File: config.mk
export PLATFORM = sky130hd
export DESIGN_NAME = id_stage_flat
export DESIGN_NICKNAME = d
export VERILOG_FILES = /design/src/rtl/id_stage_if.sv /design/src/rtl/id_stage.sv /design/src/flat_wrapper.sv
export SDC_FILE = /design/constraint.sdc
export NUM_CORES = 2
export LEC_CHECK = 0
export ABC_AREA = 1
export BUFFER_PORTS_ARGS = -buffer_cell sky130_fd_sc_hd__clkbuf_2
export CORE_UTILIZATION = 35
export CTS_CLUSTER_DIAMETER = 200
export CTS_CLUSTER_SIZE = 24
export DETAILED_ROUTE_END_ITERATION = 8
export PLACE_DENSITY = 0.49
export REMOVE_ABC_BUFFERS = 1
export SYNTH_ARGS = -nofsm -noshare
export SYNTH_HDL_FRONTEND = slang
export SYNTH_SLANG_ARGS = --single-unit
File: constraint.sdc
create_clock -name clk -period 20.6 [get_ports clk]
set_clock_uncertainty 0.1 [all_clocks]
set_input_delay 2.06 -clock clk [delete_from_list [all_inputs] [get_ports clk]]
set_output_delay 2.06 -clock clk [all_outputs]
set_load 0.01 [all_outputs]
File: src/rtl/id_stage_if.sv
// Signal bundle between the ID stage and its neighbours: IF/ID inputs, the
// write-back port, hazard-unit read addresses and the registered ID/EX outputs.
interface id_stage_if;
    logic        flush;
    logic        freeze;
    logic [31:0] instr;
    logic [31:0] pc_in;
    logic [3:0]  status;
    logic        wb_en;
    logic [3:0]  wb_dest;
    logic [31:0] wb_value;

    logic [3:0]  src1;
    logic [3:0]  src2;
    logic        two_src;

    logic        ex_wb_en;
    logic        ex_mem_r;
    logic        ex_mem_w;
    logic        ex_b;
    logic        ex_s;
    logic [3:0]  ex_cmd;
    logic [31:0] ex_pc;
    logic [31:0] ex_val_rn;
    logic [31:0] ex_val_rm;
    logic        ex_imm;
    logic [11:0] ex_shift_op;
    logic [23:0] ex_imm24;
    logic [3:0]  ex_dest;
    logic [3:0]  ex_src1;
    logic [3:0]  ex_src2;

    modport slave (
        input  flush, freeze, instr, pc_in, status, wb_en, wb_dest, wb_value,
        output src1, src2, two_src,
        output ex_wb_en, ex_mem_r, ex_mem_w, ex_b, ex_s, ex_cmd, ex_pc,
               ex_val_rn, ex_val_rm, ex_imm, ex_shift_op, ex_imm24,
               ex_dest, ex_src1, ex_src2
    );

    modport master (
        output flush, freeze, instr, pc_in, status, wb_en, wb_dest, wb_value,
        input  src1, src2, two_src,
        input  ex_wb_en, ex_mem_r, ex_mem_w, ex_b, ex_s, ex_cmd, ex_pc,
               ex_val_rn, ex_val_rm, ex_imm, ex_shift_op, ex_imm24,
               ex_dest, ex_src1, ex_src2
    );
endinterface

File: src/rtl/id_stage.sv
// ARM-subset instruction decode stage: control decode, condition check,
// 16x32 register file with write-through, and the ID/EX pipeline register.
module id_stage (
    input  logic       clk,
    input  logic       rst,
    id_stage_if.slave  bus
);
    typedef struct packed {
        logic        wb_en;
        logic        mem_r;
        logic        mem_w;
        logic        b;
        logic        s;
        logic [3:0]  cmd;
        logic [31:0] pc;
        logic [31:0] val_rn;
        logic [31:0] val_rm;
        logic        imm;
        logic [11:0] shift_op;
        logic [23:0] imm24;
        logic [3:0]  dest;
        logic [3:0]  src1;
        logic [3:0]  src2;
    } ex_t;

    logic [3:0]  cond;
    logic [1:0]  mode;
    logic        i_bit;
    logic [3:0]  opcode;
    logic        s_bit;
    logic [3:0]  rn;
    logic [3:0]  rd;
    logic [3:0]  rm;

    assign cond   = bus.instr[31:28];
    assign mode   = bus.instr[27:26];
    assign i_bit  = bus.instr[25];
    assign opcode = bus.instr[24:21];
    assign s_bit  = bus.instr[20];
    assign rn     = bus.instr[19:16];
    assign rd     = bus.instr[15:12];
    assign rm     = bus.instr[3:0];

    logic flag_n, flag_z, flag_c, flag_v;
    assign {flag_n, flag_z, flag_c, flag_v} = bus.status;

    logic cond_pass;
    always_comb begin
        cond_pass = 1'b0;
        case (cond)
            4'b0000: cond_pass = flag_z;
            4'b0001: cond_pass = ~flag_z;
            4'b0010: cond_pass = flag_c;
            4'b0011: cond_pass = ~flag_c;
            4'b0100: cond_pass = flag_n;
            4'b0101: cond_pass = ~flag_n;
            4'b0110: cond_pass = flag_v;
            4'b0111: cond_pass = ~flag_v;
            4'b1000: cond_pass = flag_c & ~flag_z;
            4'b1001: cond_pass = ~flag_c | flag_z;
            4'b1010: cond_pass = (flag_n == flag_v);
            4'b1011: cond_pass = (flag_n != flag_v);
            4'b1100: cond_pass = ~flag_z & (flag_n == flag_v);
            4'b1101: cond_pass = flag_z | (flag_n != flag_v);
            4'b1110: cond_pass = 1'b1;
            default: cond_pass = 1'b0;
        endcase
    end

    logic [3:0] cmd_dec;
    logic       wb_dec, mem_r_dec, mem_w_dec, b_dec, s_dec;
    always_comb begin
        cmd_dec   = 4'b0000;
        wb_dec    = 1'b0;
        mem_r_dec = 1'b0;
        mem_w_dec = 1'b0;
        b_dec     = 1'b0;
        s_dec     = 1'b0;
        case (mode)
            2'b00: begin
                wb_dec = 1'b1;
                s_dec  = s_bit;
                case (opcode)
                    4'b1101: cmd_dec = 4'b0001;
                    4'b1111: cmd_dec = 4'b1001;
                    4'b0100: cmd_dec = 4'b0010;
                    4'b0101: cmd_dec = 4'b0011;
                    4'b0010: cmd_dec = 4'b0100;
                    4'b0110: cmd_dec = 4'b0101;
                    4'b0000: cmd_dec = 4'b0110;
                    4'b1100: cmd_dec = 4'b0111;
                    4'b0001: cmd_dec = 4'b1000;
                    4'b1010: begin cmd_dec = 4'b0100; wb_dec = 1'b0; end
                    4'b1000: begin cmd_dec = 4'b0110; wb_dec = 1'b0; end
                    default: begin wb_dec = 1'b0; s_dec = 1'b0; end
                endcase
            end
            2'b01: begin
                cmd_dec = 4'b0010;
                if (s_bit) begin
                    mem_r_dec = 1'b1;
                    wb_dec    = 1'b1;
                end else begin
                    mem_w_dec = 1'b1;
                end
            end
            2'b10: b_dec = 1'b1;
            default: ;
        endcase
    end

    // A store reads its data register (Rd) through the second port.
    logic is_str;
    assign is_str      = (mode == 2'b01) && !s_bit;
    assign bus.src1    = rn;
    assign bus.src2    = is_str ? rd : rm;
    assign bus.two_src = is_str || ((mode == 2'b00) && !i_bit);

    logic [31:0] rf_reg [16];

    generate
        for (genvar gi = 0; gi < 16; gi++) begin : g_rf
            always_ff @(posedge clk or posedge rst) begin
                if (rst)
                    rf_reg[gi] <= '0;
                else if (bus.wb_en && (bus.wb_dest == 4'(gi)))
                    rf_reg[gi] <= bus.wb_value;
            end
        end
    endgenerate

    // Write-through so a same-cycle write-back is seen without a stall.
    logic [31:0] val_rn_next, val_rm_next;
    assign val_rn_next = (bus.wb_en && bus.wb_dest == bus.src1) ? bus.wb_value : rf_reg[bus.src1];
    assign val_rm_next = (bus.wb_en && bus.wb_dest == bus.src2) ? bus.wb_value : rf_reg[bus.src2];

    logic ctrl_ok;
    assign ctrl_ok = cond_pass && !bus.freeze;

    ex_t ex_next, ex_reg;
    always_comb begin
        ex_next          = '0;
        ex_next.wb_en    = wb_dec & ctrl_ok;
        ex_next.mem_r    = mem_r_dec & ctrl_ok;
        ex_next.mem_w    = mem_w_dec & ctrl_ok;
        ex_next.b        = b_dec & ctrl_ok;
        ex_next.s        = s_dec & ctrl_ok;
        ex_next.cmd      = cmd_dec;
        ex_next.pc       = bus.pc_in;
        ex_next.val_rn   = val_rn_next;
        ex_next.val_rm   = val_rm_next;
        ex_next.imm      = i_bit;
        ex_next.shift_op = bus.instr[11:0];
        ex_next.imm24    = bus.instr[23:0];
        ex_next.dest     = rd;
        ex_next.src1     = bus.src1;
        ex_next.src2     = bus.src2;
    end

    // Flush wins over freeze: a squashed instruction leaves a full bubble.
    always_ff @(posedge clk or posedge rst) begin
        if (rst)
            ex_reg <= '0;
        else if (bus.flush)
            ex_reg <= '0;
        else
            ex_reg <= ex_next;
    end

    assign bus.ex_wb_en    = ex_reg.wb_en;
    assign bus.ex_mem_r    = ex_reg.mem_r;
    assign bus.ex_mem_w    = ex_reg.mem_w;
    assign bus.ex_b        = ex_reg.b;
    assign bus.ex_s        = ex_reg.s;
    assign bus.ex_cmd      = ex_reg.cmd;
    assign bus.ex_pc       = ex_reg.pc;
    assign bus.ex_val_rn   = ex_reg.val_rn;
    assign bus.ex_val_rm   = ex_reg.val_rm;
    assign bus.ex_imm      = ex_reg.imm;
    assign bus.ex_shift_op = ex_reg.shift_op;
    assign bus.ex_imm24    = ex_reg.imm24;
    assign bus.ex_dest     = ex_reg.dest;
    assign bus.ex_src1     = ex_reg.src1;
    assign bus.ex_src2     = ex_reg.src2;
endmodule

File: src/flat_wrapper.sv
// flat-port wrapper written by rule: the top's interface ports become plain ports
module id_stage_flat 
  (clk, rst, bus_flush, bus_freeze, bus_instr, bus_pc_in, bus_status, bus_wb_en, bus_wb_dest, bus_wb_value, bus_src1, bus_src2, bus_two_src, bus_ex_wb_en, bus_ex_mem_r, bus_ex_mem_w, bus_ex_b, bus_ex_s, bus_ex_cmd, bus_ex_pc, bus_ex_val_rn, bus_ex_val_rm, bus_ex_imm, bus_ex_shift_op, bus_ex_imm24, bus_ex_dest, bus_ex_src1, bus_ex_src2);
  id_stage_if bus_i ();
  input  logic clk;
  input  logic rst;
  input wire logic [$bits(bus_i.flush)-1:0] bus_flush;
  input wire logic [$bits(bus_i.freeze)-1:0] bus_freeze;
  input wire logic [$bits(bus_i.instr)-1:0] bus_instr;
  input wire logic [$bits(bus_i.pc_in)-1:0] bus_pc_in;
  input wire logic [$bits(bus_i.status)-1:0] bus_status;
  input wire logic [$bits(bus_i.wb_en)-1:0] bus_wb_en;
  input wire logic [$bits(bus_i.wb_dest)-1:0] bus_wb_dest;
  input wire logic [$bits(bus_i.wb_value)-1:0] bus_wb_value;
  output wire logic [$bits(bus_i.src1)-1:0] bus_src1;
  output wire logic [$bits(bus_i.src2)-1:0] bus_src2;
  output wire logic [$bits(bus_i.two_src)-1:0] bus_two_src;
  output wire logic [$bits(bus_i.ex_wb_en)-1:0] bus_ex_wb_en;
  output wire logic [$bits(bus_i.ex_mem_r)-1:0] bus_ex_mem_r;
  output wire logic [$bits(bus_i.ex_mem_w)-1:0] bus_ex_mem_w;
  output wire logic [$bits(bus_i.ex_b)-1:0] bus_ex_b;
  output wire logic [$bits(bus_i.ex_s)-1:0] bus_ex_s;
  output wire logic [$bits(bus_i.ex_cmd)-1:0] bus_ex_cmd;
  output wire logic [$bits(bus_i.ex_pc)-1:0] bus_ex_pc;
  output wire logic [$bits(bus_i.ex_val_rn)-1:0] bus_ex_val_rn;
  output wire logic [$bits(bus_i.ex_val_rm)-1:0] bus_ex_val_rm;
  output wire logic [$bits(bus_i.ex_imm)-1:0] bus_ex_imm;
  output wire logic [$bits(bus_i.ex_shift_op)-1:0] bus_ex_shift_op;
  output wire logic [$bits(bus_i.ex_imm24)-1:0] bus_ex_imm24;
  output wire logic [$bits(bus_i.ex_dest)-1:0] bus_ex_dest;
  output wire logic [$bits(bus_i.ex_src1)-1:0] bus_ex_src1;
  output wire logic [$bits(bus_i.ex_src2)-1:0] bus_ex_src2;
  assign bus_i.flush = bus_flush;
  assign bus_i.freeze = bus_freeze;
  assign bus_i.instr = bus_instr;
  assign bus_i.pc_in = bus_pc_in;
  assign bus_i.status = bus_status;
  assign bus_i.wb_en = bus_wb_en;
  assign bus_i.wb_dest = bus_wb_dest;
  assign bus_i.wb_value = bus_wb_value;
  assign bus_src1 = bus_i.src1;
  assign bus_src2 = bus_i.src2;
  assign bus_two_src = bus_i.two_src;
  assign bus_ex_wb_en = bus_i.ex_wb_en;
  assign bus_ex_mem_r = bus_i.ex_mem_r;
  assign bus_ex_mem_w = bus_i.ex_mem_w;
  assign bus_ex_b = bus_i.ex_b;
  assign bus_ex_s = bus_i.ex_s;
  assign bus_ex_cmd = bus_i.ex_cmd;
  assign bus_ex_pc = bus_i.ex_pc;
  assign bus_ex_val_rn = bus_i.ex_val_rn;
  assign bus_ex_val_rm = bus_i.ex_val_rm;
  assign bus_ex_imm = bus_i.ex_imm;
  assign bus_ex_shift_op = bus_i.ex_shift_op;
  assign bus_ex_imm24 = bus_i.ex_imm24;
  assign bus_ex_dest = bus_i.ex_dest;
  assign bus_ex_src1 = bus_i.ex_src1;
  assign bus_ex_src2 = bus_i.ex_src2;
  id_stage u_core (.clk(clk), .rst(rst), .bus(bus_i));
endmodule
# Yosys cells after proc, flatten, opt, wreduce, memory -nomap -nowiden
# Cells that the tools add are included.
[word_totals] output_inout_bits=163 reg_bits=666 ram_bits=0 memories=0 mem_bits_ro=0 latchBits=0
[classes] bitwise_logic=15 n_mul=0 mux=22 div=0 reduce_logical=33 order_cmp=2 n_shift=0 n_addsub=0 n_eq_ne=45
[op_table] op="32-bit binary-select mux with 4-bit select" count=2
[op_table] op="32-bit 2-to-1 mux" count=6
[op_table] op="154-bit 2-to-1 mux" count=1
[op_table] op="4-bit == test, second input constant" count=20
[op_table] op="4-bit by 3-bit == test with 1-bit output, second input constant" count=11
[op_table] op="4-bit one-hot mux with 9 select lines" count=1
[op_table] op="1-bit logical AND" count=21
[op_table] op="4-bit by 2-bit == test with 1-bit output, second input constant" count=5
[op_table] op="1-bit one-hot mux with 15 select lines" count=1
[op_table] op="4-bit by 1-bit == test with 1-bit output, second input constant" count=3
[op_table] op="4-bit logical NOT" count=3
[op_table] op="11-bit OR reduction" count=1
[op_table] op="5-bit >= comparator, second input constant" count=2
[op_table] op="4-bit NOT with 5-bit output" count=2
[op_table] op="9-bit OR reduction" count=1
[op_table] op="4-bit == test" count=2
[op_table] op="1-bit 2-to-1 mux" count=8
[op_table] op="4-bit one-hot mux with 2 select lines" count=1
[op_table] op="1-bit AND" count=7
[op_table] op="4-bit 2-to-1 mux" count=1
[op_table] op="1-bit NOT" count=4
[op_table] op="2-bit OR reduction" count=2
[op_table] op="1-bit logical NOT" count=3
[op_table] op="2-bit by 1-bit == test with 1-bit output, second input constant" count=1
[op_table] op="7 further kinds" count=8

# Logic depth before layout (Yosys ltp)
[depth] ltp_word=9 depth_mapped=13 depth_no_buf=11

# Least setup slack after synthesis
# No wires, ideal clock.
[synth_timing] path_type="input-to-output" from="input bus_instr[20]" to="output bus_src2[1]" stages=6 required_ps=18440 arrival_time_ps=2947 path_buffers=3 setup_slack_ps=15493 path_cell_list="inv_1 -> nand3_2 -> buf_6 -> o21ai_2 -> buf_2 -> buf_2"
[synth_via] elab_chain_len=3
[synth_rtl] item="start: declaration" line="flat_wrapper.sv:9" text="input wire logic [$bits(bus_i.instr)-1:0] bus_instr;"
[synth_rtl] item="1-bit logical NOT" line="id_stage.sv:114" text="assign is_str = (mode == 2'b01) && !s_bit;"
[synth_rtl] item="1-bit logical AND" line="id_stage.sv:114"
[synth_rtl] item="4-bit 2-to-1 mux" line="id_stage.sv:116" text="assign bus.src2 = is_str ? rd : rm;"
[synth_rtl] item="end: declaration" line="flat_wrapper.sv:16" text="output wire logic [$bits(bus_i.src2)-1:0] bus_src2;"
# No other way between the ends.

# Final worst setup path
[layout_timing] from="input bus_instr[20]" to="output bus_src2[0]"
# Same word-level chain as after synthesis.

==> metrics.cfg <==
[run_status]
status=finished, final reports clean

[pwr]
vdd_ir_drop_max_uv=62.47
totalPowerFinal_mw=3.098
p_leak_nw=16.57
power_density_nw_per_um2=86.17

[clock_network]
cts_resized=0
clkSinkCount=646
cts_setup_buffers=0
cts_tree=built
cts_buffers=30
ctsHoldBuffers=0
htree_num_levels=1
clk_pin_slew_worst_paths_ns=0.10
clk_latency_ns=0.66
cts.path.max_buffers=3
ctsRootBufferMaster=clkbuf_16

[timing]
slew_viol_final=0
max_freq_mhz=160.3
rsz0062_at_grt=no
tightestPinTransition_ns=1.148
fin_crit_sh_pct=30.29
hold_viol=0
setup_ws_ns=14.36
finalSetupViolCount=0
finalWorstPathRequiredPeriod_ns=6.239
max_slew_margin_pct=23.45
fin_setup_tns_ns=0

[placed_design]
place_area_um2=35160
finalWeightedCongestion=0.7934
numPortBuffers=271
dp.cells=5529
hpwl_um=68610
place_ws_ns=14.38

[setup_path]
end_kind=output port
crit_chain=clkbuf_2 > inv_1 > nand3_2 > nand2_8 > nand2_8 > clkbuf_2
cp_num_buf_inv=3
cp.required_ns=18.44
rr_startpoint=u_core.rf_reg[70]
worstRegToRegCells=8
setup.worst_path.start=bus_instr[20]
cp-start-kind=input pin
r2r_end=u_core.bus.ex_val_rn[6]
path_max_fanout=79
worstPathArrival_ns=4.08
max_stage_delay_ns=0.68
crit_cells=6
crit_family=simple AND/OR/NAND/NOR gates
slowest_stage=nand2_8
r2r_slack_ns=19.06
crit_end=bus_src2[0]
crit_type=in2out

[layout]
area_growth_syn_to_layout_pct=7.667
nNetsFinal=4416
fillers=9876
largest_reg_flops=512
layoutNonFillerInstCount=5562
finalInstanceArea_um2=35950
drive_above_1_share_pct=9.635

[floorplanning]
fp.dieArea_um2=96640
die-width_um=310.9
rows=112
io_pins=272
die_y_um=310.9
start_util_pct=35.56
floorplan.core_area_um2=93890

[yosys]
synth_edf_count=0
syn_area_per_cell_um2=7.648
ys_warn_count=0
synth_cell_types=32
synth_seq_cells=646
netlist_instances=4366
yosysSeqAreaShare_pct=48.41
synth_flop_cell=dfrtp_1
async_flop_share_pct=100.0
syn-cell-area_um2=33390

[job]
cap_violations=0

[grt]
grt_remaining_overflow=0
grt_pass1_wl_um=200000
track_usage_pct=26.83
grt_pass1_vias=30468
grt_max_degree=162
antenna_found_initial=2

[drt]
dr_wl_met2_um=59470
antenna_left=0
viasPerCell=5.680
first_pass_iters=8
met3WireLength_um=9836
met1_length_um=59930
initialDrtViolationCount=3765
wire_per_inst_um=23.83
vias=31593
top_layer=met4
drc=0
wl_um=132500

[min_path]
hold_depth=2
hold_path.class=reg2reg
hold_start=u_core.rf_reg[144]

-- cells in the final DEF (no fill, tap or decap), drive strengths merged --
cell	instances
a21oi	167
a221oi	1
buf	59
clkbuf	300
clkinv	2
dfrtp	646
diode	1
inv	205
nand2	874
nand3	752
nand3b	1
nand4	33
nor2	368
nor3	10
o211ai	130
o21ai	721
o221ai	32
o22ai	2
or2	1
xnor2	2
xor2	1
-- report_power, final --
group          leakage (nW)  internal, mW  switching [mW]
registers              8.12          1.50           0.177
logic                  8.06         0.254           0.458
clock network         0.389         0.272           0.435
-- cell type report --
cell class	instances	area [um2]	share of cell area, %
Antenna cell	1	2.502	0.006961
Sequential cell	646	16170	44.97
Timing Repair Buffer	327	1851	5.147
Tap cell	1254	1569	4.364
Clock buffer	32	789.5	2.196
Inverter	207	802.0	2.231
Multi-Input combinational cell	3095	14770	41.09
-- per-layer routing --
layer | vias up | global-route usage (%)
met5 | - | 0
met4 | 0 | 6.841
met3 | 172 | 3.046
met2 | 1417 | 42.78
met1 | 15492 | 38.59
li1 | 14512 | -
-- kinds of logic (layout without fill, tap and decap cells) --
logic type / count (synthesis) / count (layout) / share of synthesized area, %
compound gates: 1053 / 1053 / 17.37
xor+xnor: 3 / 3 / 0.1012
buf+inv: 625 / 566 / 7.951
flops: 646 / 646 / 48.41
other cells: 0 / 1 / 0
simple gates: 2039 / 2039 / 26.16
-- worst reg2reg max path, delay by kind of cell (launching register included) --
kind | cells | cell delay, ns
compound gates | 3 | 0.40
simple gates | 4 | 0.44
buf+inv | 1 | 0.07
flops | 1 | 0.41
-- metrics by stage --
stage / utilization [%] / hold WS, ns
floorplan: - / 0.3695
global placement: 37.45 / 0.3838
detailed placement: 37.45 / 0.3897
CTS: 38.29 / 0.4149
global route: 38.29 / 0.4298
finish: 38.29 / 0.4134
-- cells in the mapped netlist (2+ instances only) --
cell	n	area share, %
nand2_1	872	9.8
nand3_1	750	11
o21ai_0	716	11
dfrtp_1	646	48
nor2_1	366	4.1
clkbuf_1	256	2.9
inv_1	203	2.3
a21oi_1	150	2.2
o211ai_1	130	2.9
buf_2	85	1.3
buf_4	52	1.2
nand4_1	33	0.62
o221ai_1	32	0.84
buf_1	24	0.27
a21oi_2	17	0.45
nor3_1	7	0.10
o21ai_2	4	0.10
inv_2	3	0.034
nor3_2	3	0.090
nand2_2	2	0.037
nand3_2	2	0.060
o22ai_1	2	0.037
xnor2_1	2	0.052
-- worst min-delay path by stage --
stage	endpoint	slack (ns)
2_1_floorplan	u_core.rf_reg[128]	0.37
3_3_place_gp	u_core.rf_reg[134]	0.38
3_5_place_dp	u_core.rf_reg[150]	0.39
4_1_cts	u_core.rf_reg[150]	0.41
5_1_grt	u_core.rf_reg[134]	0.43
6_report	u_core.rf_reg[144]	0.41
Power figures use the tool's default switching activity.
